### src/rtl/census_match.sv
// Census-code matcher custom instruction: keeps a window of right-image codes
// and returns the winner-take-all disparity and Hamming cost for a left code.
module census_match #(
  parameter int CODE_W   = 32,
  parameter int MAX_DISP = 16,
  parameter int CNT_W    = 5
) (
  input  logic        clk,
  input  logic        reset,
  input  logic        clk_en,
  input  logic        start,
  input  logic [3:0]  n,
  input  logic [31:0] dataa,
  output logic [31:0] result,
  output logic        done
);

  localparam int PC_W = $clog2(CODE_W + 1);
  localparam int IW   = (MAX_DISP > 1) ? $clog2(MAX_DISP) : 1;

  typedef enum logic [1:0] {
    IDLE,
    SCAN,
    FIN
  } state_t;

  state_t state, state_d;

  logic [CODE_W-1:0] win [MAX_DISP];
  logic [CODE_W-1:0] lcode, lcode_d;
  logic [CODE_W-1:0] diff;
  logic [CNT_W-1:0]  valid_cnt, cnt_d;
  logic [CNT_W-1:0]  idx, idx_d;
  logic [CNT_W-1:0]  best_d, best_d_d;
  logic [15:0]       best_cost, best_cost_d;
  logic [31:0]       result_d;
  logic [PC_W-1:0]   cost;
  logic [15:0]       cost_x;
  logic              better;
  logic              push;

  always_comb begin
    diff = lcode ^ win[idx[IW-1:0]];
    cost = '0;
    for (int i = 0; i < CODE_W; i++) begin
      cost = cost + PC_W'(diff[i]);
    end
    cost_x = 16'(cost);
    // Strict compare keeps the lowest disparity on ties
    better = cost_x < best_cost;
  end

  always_comb begin
    state_d     = state;
    lcode_d     = lcode;
    cnt_d       = valid_cnt;
    idx_d       = idx;
    best_d_d    = best_d;
    best_cost_d = best_cost;
    result_d    = result;
    push        = 1'b0;
    done        = 1'b0;
    unique case (state)
      IDLE: begin
        if (start) begin
          if (n == 4'd2 && valid_cnt != '0) begin
            state_d     = SCAN;
            lcode_d     = dataa[CODE_W-1:0];
            idx_d       = '0;
            best_cost_d = '1;
            best_d_d    = '0;
          end else begin
            state_d = FIN;
            unique case (n)
              4'd0: begin
                cnt_d    = '0;
                result_d = '0;
              end
              4'd1: begin
                push = 1'b1;
                if (valid_cnt != CNT_W'(MAX_DISP)) begin
                  cnt_d = valid_cnt + CNT_W'(1);
                end
                result_d = {{(32-CNT_W){1'b0}}, cnt_d};
              end
              4'd2:    result_d = '1;
              4'd3:    result_d = {{(32-CNT_W){1'b0}}, valid_cnt};
              default: result_d = '0;
            endcase
          end
        end
      end
      SCAN: begin
        if (better) begin
          best_cost_d = cost_x;
          best_d_d    = idx;
        end
        if (idx == valid_cnt - CNT_W'(1)) begin
          state_d  = FIN;
          result_d = {{(16-CNT_W){1'b0}}, best_d_d, best_cost_d};
        end else begin
          idx_d = idx + CNT_W'(1);
        end
      end
      FIN: begin
        done    = clk_en;
        state_d = IDLE;
      end
      default: state_d = IDLE;
    endcase
  end

  always_ff @(posedge clk) begin
    if (reset) begin
      state     <= IDLE;
      lcode     <= '0;
      valid_cnt <= '0;
      idx       <= '0;
      best_d    <= '0;
      best_cost <= '0;
      result    <= '0;
      for (int k = 0; k < MAX_DISP; k++) begin
        win[k] <= '0;
      end
    end else if (clk_en) begin
      state     <= state_d;
      lcode     <= lcode_d;
      valid_cnt <= cnt_d;
      idx       <= idx_d;
      best_d    <= best_d_d;
      best_cost <= best_cost_d;
      result    <= result_d;
      if (push) begin
        for (int k = MAX_DISP - 1; k > 0; k--) begin
          win[k] <= win[k-1];
        end
        win[0] <= dataa[CODE_W-1:0];
      end
    end
  end

endmodule

### config.mk
export PLATFORM = sky130hd
export DESIGN_NAME = census_match
export DESIGN_NICKNAME = d
export VERILOG_FILES = /design/src/rtl/census_match.sv
export SDC_FILE = /design/constraint.sdc
export NUM_CORES = 1
export LEC_CHECK = 0
export BUFFER_PORTS_ARGS = -buffer_cell sky130_fd_sc_hd__buf_2
export CELL_PAD_IN_SITES_DETAIL_PLACEMENT = 1
export CELL_PAD_IN_SITES_GLOBAL_PLACEMENT = 1
export CORE_MARGIN = 4
export CORE_UTILIZATION = 53
export DETAILED_ROUTE_END_ITERATION = 7
export GPL_TIMING_DRIVEN = 0
export PLACE_DENSITY = 0.78
export SLEW_MARGIN = 15
export SYNTH_ARGS = -nofsm -noshare
export SYNTH_HDL_FRONTEND = slang
export SYNTH_SLANG_ARGS = --single-unit
### constraint.sdc
create_clock -name clk -period 14.75 [get_ports clk]
set_clock_uncertainty 0.15 [all_clocks]
set_input_delay 0.7375 -clock clk [delete_from_list [all_inputs] [get_ports clk]]
set_output_delay 0.7375 -clock clk [all_outputs]
set_load 0.03 [all_outputs]
==> impl_metrics.tcl, run 1 <==
set metrics [dict create \
    rsz0062_at_grt "no" \
    overflow 0 \
    maxSlewViolCount 0 \
    layout_setup_ws_ns 4.56 \
    routed_wl_um 84000 \
    synth_top_family_by_area "simple AND/OR/NAND/NOR gates" \
    clk_latency_ns 0.62 \
    grt_pass1_vias 18100 \
    worstPathMaxFanout 10 \
    antenna_left 0 \
    grt_pass1_wl_um 123000 \
    synthesis.instances 1871 \
    hold_buffers 0 \
    pre_cts_ws_ns 4.61 \
    vias 17200 \
    htreeDepth 3 \
    finish.instance_area_um2 31400 \
    p_leak_nw 11.5 \
    antenna_found_initial 3 \
    yosysWarnings 0 \
    layout_commonest_cell "and2_1" \
    synth-seq-cells 603 \
    yosys.area_share.simple_pct 15.0 \
    first_pass_iters 5 \
    place_area_um2 29100 \
    synth_ff_type "edfxtp_1" \
    wl_per_cell_um 30.5 \
    core-area_um2 51500 \
    cts_tree "yes" \
    synth_compound_area_share_pct 3.42 \
    critPathKind "register to register" \
    async_flop_share_pct 0 \
    crit_required_ns 15.08 \
    cts.sinks 603 \
    synth_top_area_share_pct 55.5 \
    final_core_util_pct 61.0 \
    port_buffers 71 \
    clk_path_buf_depth 3 \
    maxCapViolCount 0 \
    period_share_pct 69.1 \
    grt.total_usage_pct 30.1 \
    cts_made_buffers 67 \
    muxShareOfSynthArea_pct 13.0 \
    die_area_um2 56000 \
    powerDensity_nw_per_um2 133 \
    finalHoldViolations 0 \
    nets 2100 \
    drc 0 \
    clockRootBuffer "clkbuf_16" \
    hp-class "primary input to register" \
    status "complete, no violations" \
    ys_types 60 \
    synth-xor-area-share_pct 1.33 \
    max_stage_delay_ns 0.86 \
    synth_nets 1950 \
    postCtsSetupBuffers 0 \
    synth_fa_ha_area_share_pct 2.41 \
    drt-initial-drc-count 1989 \
    final_cell_mix "and2_1, edfxtp_1, mux4_2" \
    syn2layout_area_growth_pct 13.4 \
    io_pins 73 \
    max_freq_mhz 98.1 \
    period_minus_slack_ns 10.19 \
    dp.final_hpwl_um 53900 \
    hold-worst-slack_ns 0.235 \
    clkTransAtPathRegs_ns 0.06 \
    syn-mean-instance-area_um2 14.8 \
    row_count 83 \
    globalplace.congestion 0.844 \
    die-width_um 237 \
    synthTopCellsByArea "edfxtp_1, mux4_2, and2_1" \
    cp_common_cell "fa_1" \
    synth_area_um2 27700 \
    die_h_um 237 \
    max-slew-margin-rel_pct 13.0 \
    grt_max_degree 64 \
    worstMarginPinSlew_ns 1.30 \
    synth-edff-count 512 \
    arrival_ns 10.52 \
    critPathCaptureType "register" \
    synth_top_area_cell "edfxtp_1" \
    initial_utilization_pct 53.8 \
    cpMaxStageDelayCell "clkbuf_1" \
    peakVddDrop_mv 0.113 \
    finalSetupViolCount 0 \
    post_cts_resized 0 \
    drive_gt1_share_pct 19.9 \
    viasPerCell 6.23 \
    start_kind "register" \
    ys_seq_area_share_pct 62.1 \
]
area by class of cell:
type	count	area (um^2)
fill	4841	20100
sequential	603	17200
multi-input combinational	1095	9740
clock buffer	93	1890
tap	680	851
buffer	135	627
timing repair buffer	81	596
clock inverter	29	352
inverter	38	143
antenna	3	7.51
flip-flops by register name (all words and copies together) (netlist names), named ones only:
signal     flops
win          512
lcode         32
result        22
best_cost     16
best_d         5
idx            5
valid_cnt      5
state          2
synth_stat cells (24+ instances only):
| cell | n |
|---|---|
| mux4_2 | 160 |
| nor2_1 | 43 |
| clkbuf_1 | 89 |
| edfxtp_1 | 512 |
| buf_2 | 30 |
| a21oi_1 | 63 |
| fa_1 | 24 |
| inv_1 | 38 |
| nand2_1 | 86 |
| dfxtp_1 | 91 |
| and2_1 | 515 |
routing by layer:
layer | vias to the layer above | part of all wire [%] | global-route usage, %
li1 | 7122 | - | -
met4 | 0 | 3.7 | 10.4
met5 | - | 0 | 0
met3 | 181 | 7.7 | 6.11
met2 | 754 | 49 | 49.0
met1 | 9107 | 40 | 41.0
stage by stage:
step	instances	total power [W]	setup TNS, ns
3_5_place_dp	2632	0.00247	0
5_1_grt	2754	0.00434	0
3_3_place_gp	2622	0.00250	-2001.87
6_report	2757	0.00419	0
4_1_cts	2754	0.00420	0
2_1_floorplan	1871	0.00235	0
path summary, 6_finish.rpt:
path | to | cells after the start | slack [ns] | startpoint
setup / recovery | result[20]$_SDFFE_PP0P_ | 29 | 4.56 | register
hold reg to reg | best_d[2]$_SDFFE_PP0P_ | 2 | 0.31 | best_d[2]$_SDFFE_PP0P_
hold / removal | lcode[0]$_SDFFE_PP0P_ | 3 | 0.24 | dataa[0]
setup reg to reg | result[20]$_SDFFE_PP0P_ | 29 | 4.56 | register
power breakdown:
part           switching [W]  total (W)  internal (W)
Sequential         0.0000308    0.00193       0.00190
Clock               0.000712    0.00173       0.00102
Combinational       0.000335   0.000526      0.000192
Total                0.00108    0.00419       0.00311
critical path: cells and delay by family (launching register included):
kind	cells	cell delay [ns]
mux	1	0.60
flops	1	0.31
buf+inv	9	2.97
simple gates	3	0.53
compound gates	7	1.56
fa+ha+maj	8	3.53
xor+xnor	1	0.40
cell families (layout without fill, tap and decap cells):
kind of cell             Yosys count  after routing
AND/OR/NAND/NOR                  713            713
flip-flops                       603            603
buffers and inverters            173            376
multiplexers                     160            160
AO/OA/AOI/OAI                    141            141
XOR/XNOR                          42             42
adder cells (fa/ha/maj)           39             39
other                              0              3
Power figures use the tool's default switching activity.
==> run 2, diff against run 1 <==
--- a/config.mk
+++ b/config.mk
@@ -9,10 +9,10 @@
 export CELL_PAD_IN_SITES_DETAIL_PLACEMENT = 1
 export CELL_PAD_IN_SITES_GLOBAL_PLACEMENT = 1
 export CORE_MARGIN = 4
-export CORE_UTILIZATION = 53
+export CORE_UTILIZATION = 48
 export DETAILED_ROUTE_END_ITERATION = 7
 export GPL_TIMING_DRIVEN = 0
-export PLACE_DENSITY = 0.78
+export PLACE_DENSITY = 0.74
 export SLEW_MARGIN = 15
 export SYNTH_ARGS = -nofsm -noshare
 export SYNTH_HDL_FRONTEND = slang
==> constraint.sdc (replaced) <==
create_clock -name clk -period 9.06 [get_ports clk]
set_clock_uncertainty 0.15 [all_clocks]
set_input_delay 0.453 -clock clk [delete_from_list [all_inputs] [get_ports clk]]
set_output_delay 0.453 -clock clk [all_outputs]
set_load 0.03 [all_outputs]
==> impl_metrics.tcl, run 2 (synthesis gave the netlist of run 1 again) <==
set metrics [dict create \
    status "complete, no violations" \
    clk_path_buf_depth 3 \
    maxSlewViolCount 0 \
    core-area_um2 56700 \
    cpMaxStageDelayCell "mux4_2" \
    reg_top3 "win (512), lcode (32), result (22)" \
    die-width_um 248 \
    die_area_um2 61600 \
    critPathKind "register to register" \
    row_count 87 \
    powerDensity_nw_per_um2 214 \
    grt_pass1_vias 17800 \
    antenna_left 0 \
    initial_utilization_pct 48.8 \
    crit_required_ns 9.39 \
    viasPerCell 5.99 \
    clkTransAtPathRegs_ns 0.06 \
    io_pins 73 \
    cts_tree "yes" \
    routed_wl_um 83200 \
    largest_reg_flops 512 \
    p_leak_nw 11.7 \
    htreeDepth 3 \
    max_freq_mhz 115 \
    finalSetupViolCount 0 \
    hp-class "primary input to register" \
    syn2layout_area_growth_pct 15.0 \
    grt_pass1_wl_um 120000 \
    layout_commonest_cell "and2_1" \
    final_cell_mix "and2_1, edfxtp_1, mux4_2" \
    period_share_pct 96.0 \
    grt_max_degree 106 \
    cts.sinks 603 \
    period_minus_slack_ns 8.70 \
    critPathCaptureType "register" \
    vias 17100 \
    grt.total_usage_pct 27.2 \
    die_h_um 248 \
    wl_per_cell_um 29.1 \
    nets 2127 \
    worstMarginPinSlew_ns 1.25 \
    antenna_found_initial 3 \
    drive_gt1_share_pct 20.4 \
    drt-initial-drc-count 1821 \
    max-slew-margin-rel_pct 16.6 \
    cp_common_cell "fa_1" \
    cts_made_buffers 68 \
    worstPathMaxFanout 10 \
    hold-worst-slack_ns 0.0945 \
    tns_ns 0 \
    start_kind "register" \
    max_stage_delay_ns 0.56 \
    globalplace.congestion 0.839 \
    regMostFlops "win" \
    first_pass_iters 5 \
    peakVddDrop_mv 0.156 \
    maxCapViolCount 0 \
    clk_latency_ns 0.61 \
    finalHoldViolations 0 \
    arrival_ns 9.03 \
    drc 0 \
    overflow 0 \
    finalPower_w 0.00680 \
    port_buffers 71 \
    dp.final_hpwl_um 53100 \
    clockRootBuffer "clkbuf_16" \
]
==> run 2: cell types whose count changed in the layout (fill, tap and decap cells not counted), sizes merged <==
cell and delta:
clkbuf -1, clkinv +4, inv -3, dlygate4sd3 +32
buf -2, bufinv -4, diode -1, clkinvlp +1
==> run 2: through the flow <==
stage / setup slack (ns) / cells / instance area (um^2) / util [%]
final: 0.359 / 2859 / 31800 / 56.1
after global placement: -2.02 / 2698 / 29000 / 51.1
after CTS: 0.0857 / 2857 / 31800 / 56.0
after global routing: -0.0271 / 2857 / 31800 / 56.1
after floorplan: 0.945 / 1871 / 27700 / -
after detailed placement: -1.14 / 2703 / 29200 / 51.4
==> run 2: final cells by class <==
type                    count  area [um^2]
flip-flops and latches    603        17200
clock buffers              96         1980
diodes                      2         5.00
fillers                  5421        24900
repair buffers            108          813
clock inverters            27          215
plain buffers             134          754
inverters                  38          143
multi-input cells        1095         9780
well taps                 756          946
==> run 2: routing by layer <==
layer,routed length [um],global-route usage (%),part of all wire [%]
met2,39400,43.1,47
met4,2990,10.4,3.6
met1,33700,36.5,40
met5,0,0,0
met3,7070,7.23,8.5
==> run 2: repair_timing <==
action / in CTS / in global routing
hold buffers: 32 / 0
endpoints found under the setup margin: 22 / 20
hold endpoints to repair: 39 / 0
gates resized for setup: 39 / 24
buffers inserted: 0 / 0
==> run 2: power by group <==
group          leakage (nW)  internal, W  switching [W]  total (W)
Clock                  1.08      0.00161        0.00115    0.00277
Sequential             6.03      0.00309      0.0000480    0.00314
Combinational          4.56     0.000332       0.000562   0.000894
==> run 2: final timing paths <==
kind                          startpoint                   endpoint  slack [ns]  cells past startpoint
setup reg to reg                register  best_cost[0]$_SDFFE_PP0P_        0.36                     28
setup / recovery                register  best_cost[0]$_SDFFE_PP0P_        0.36                     28
hold / removal                      n[0]  valid_cnt[4]$_SDFFE_PP0P_        0.09                      5
hold reg to reg   best_d[4]$_SDFFE_PP0P_     best_d[4]$_SDFFE_PP0P_        0.30                      2
==> run 2: critical path, delay by kind of cell, from the launching register on <==
kind / cells / cell delay, ns
adders and majority gates: 9 / 4.01
AOI/OAI and AO/OA: 6 / 1.33
buffers and inverters: 7 / 1.08
muxes: 2 / 1.06
xor gates and xnor gates: 2 / 0.45
DFF: 1 / 0.36
and+or+nand+nor: 2 / 0.13
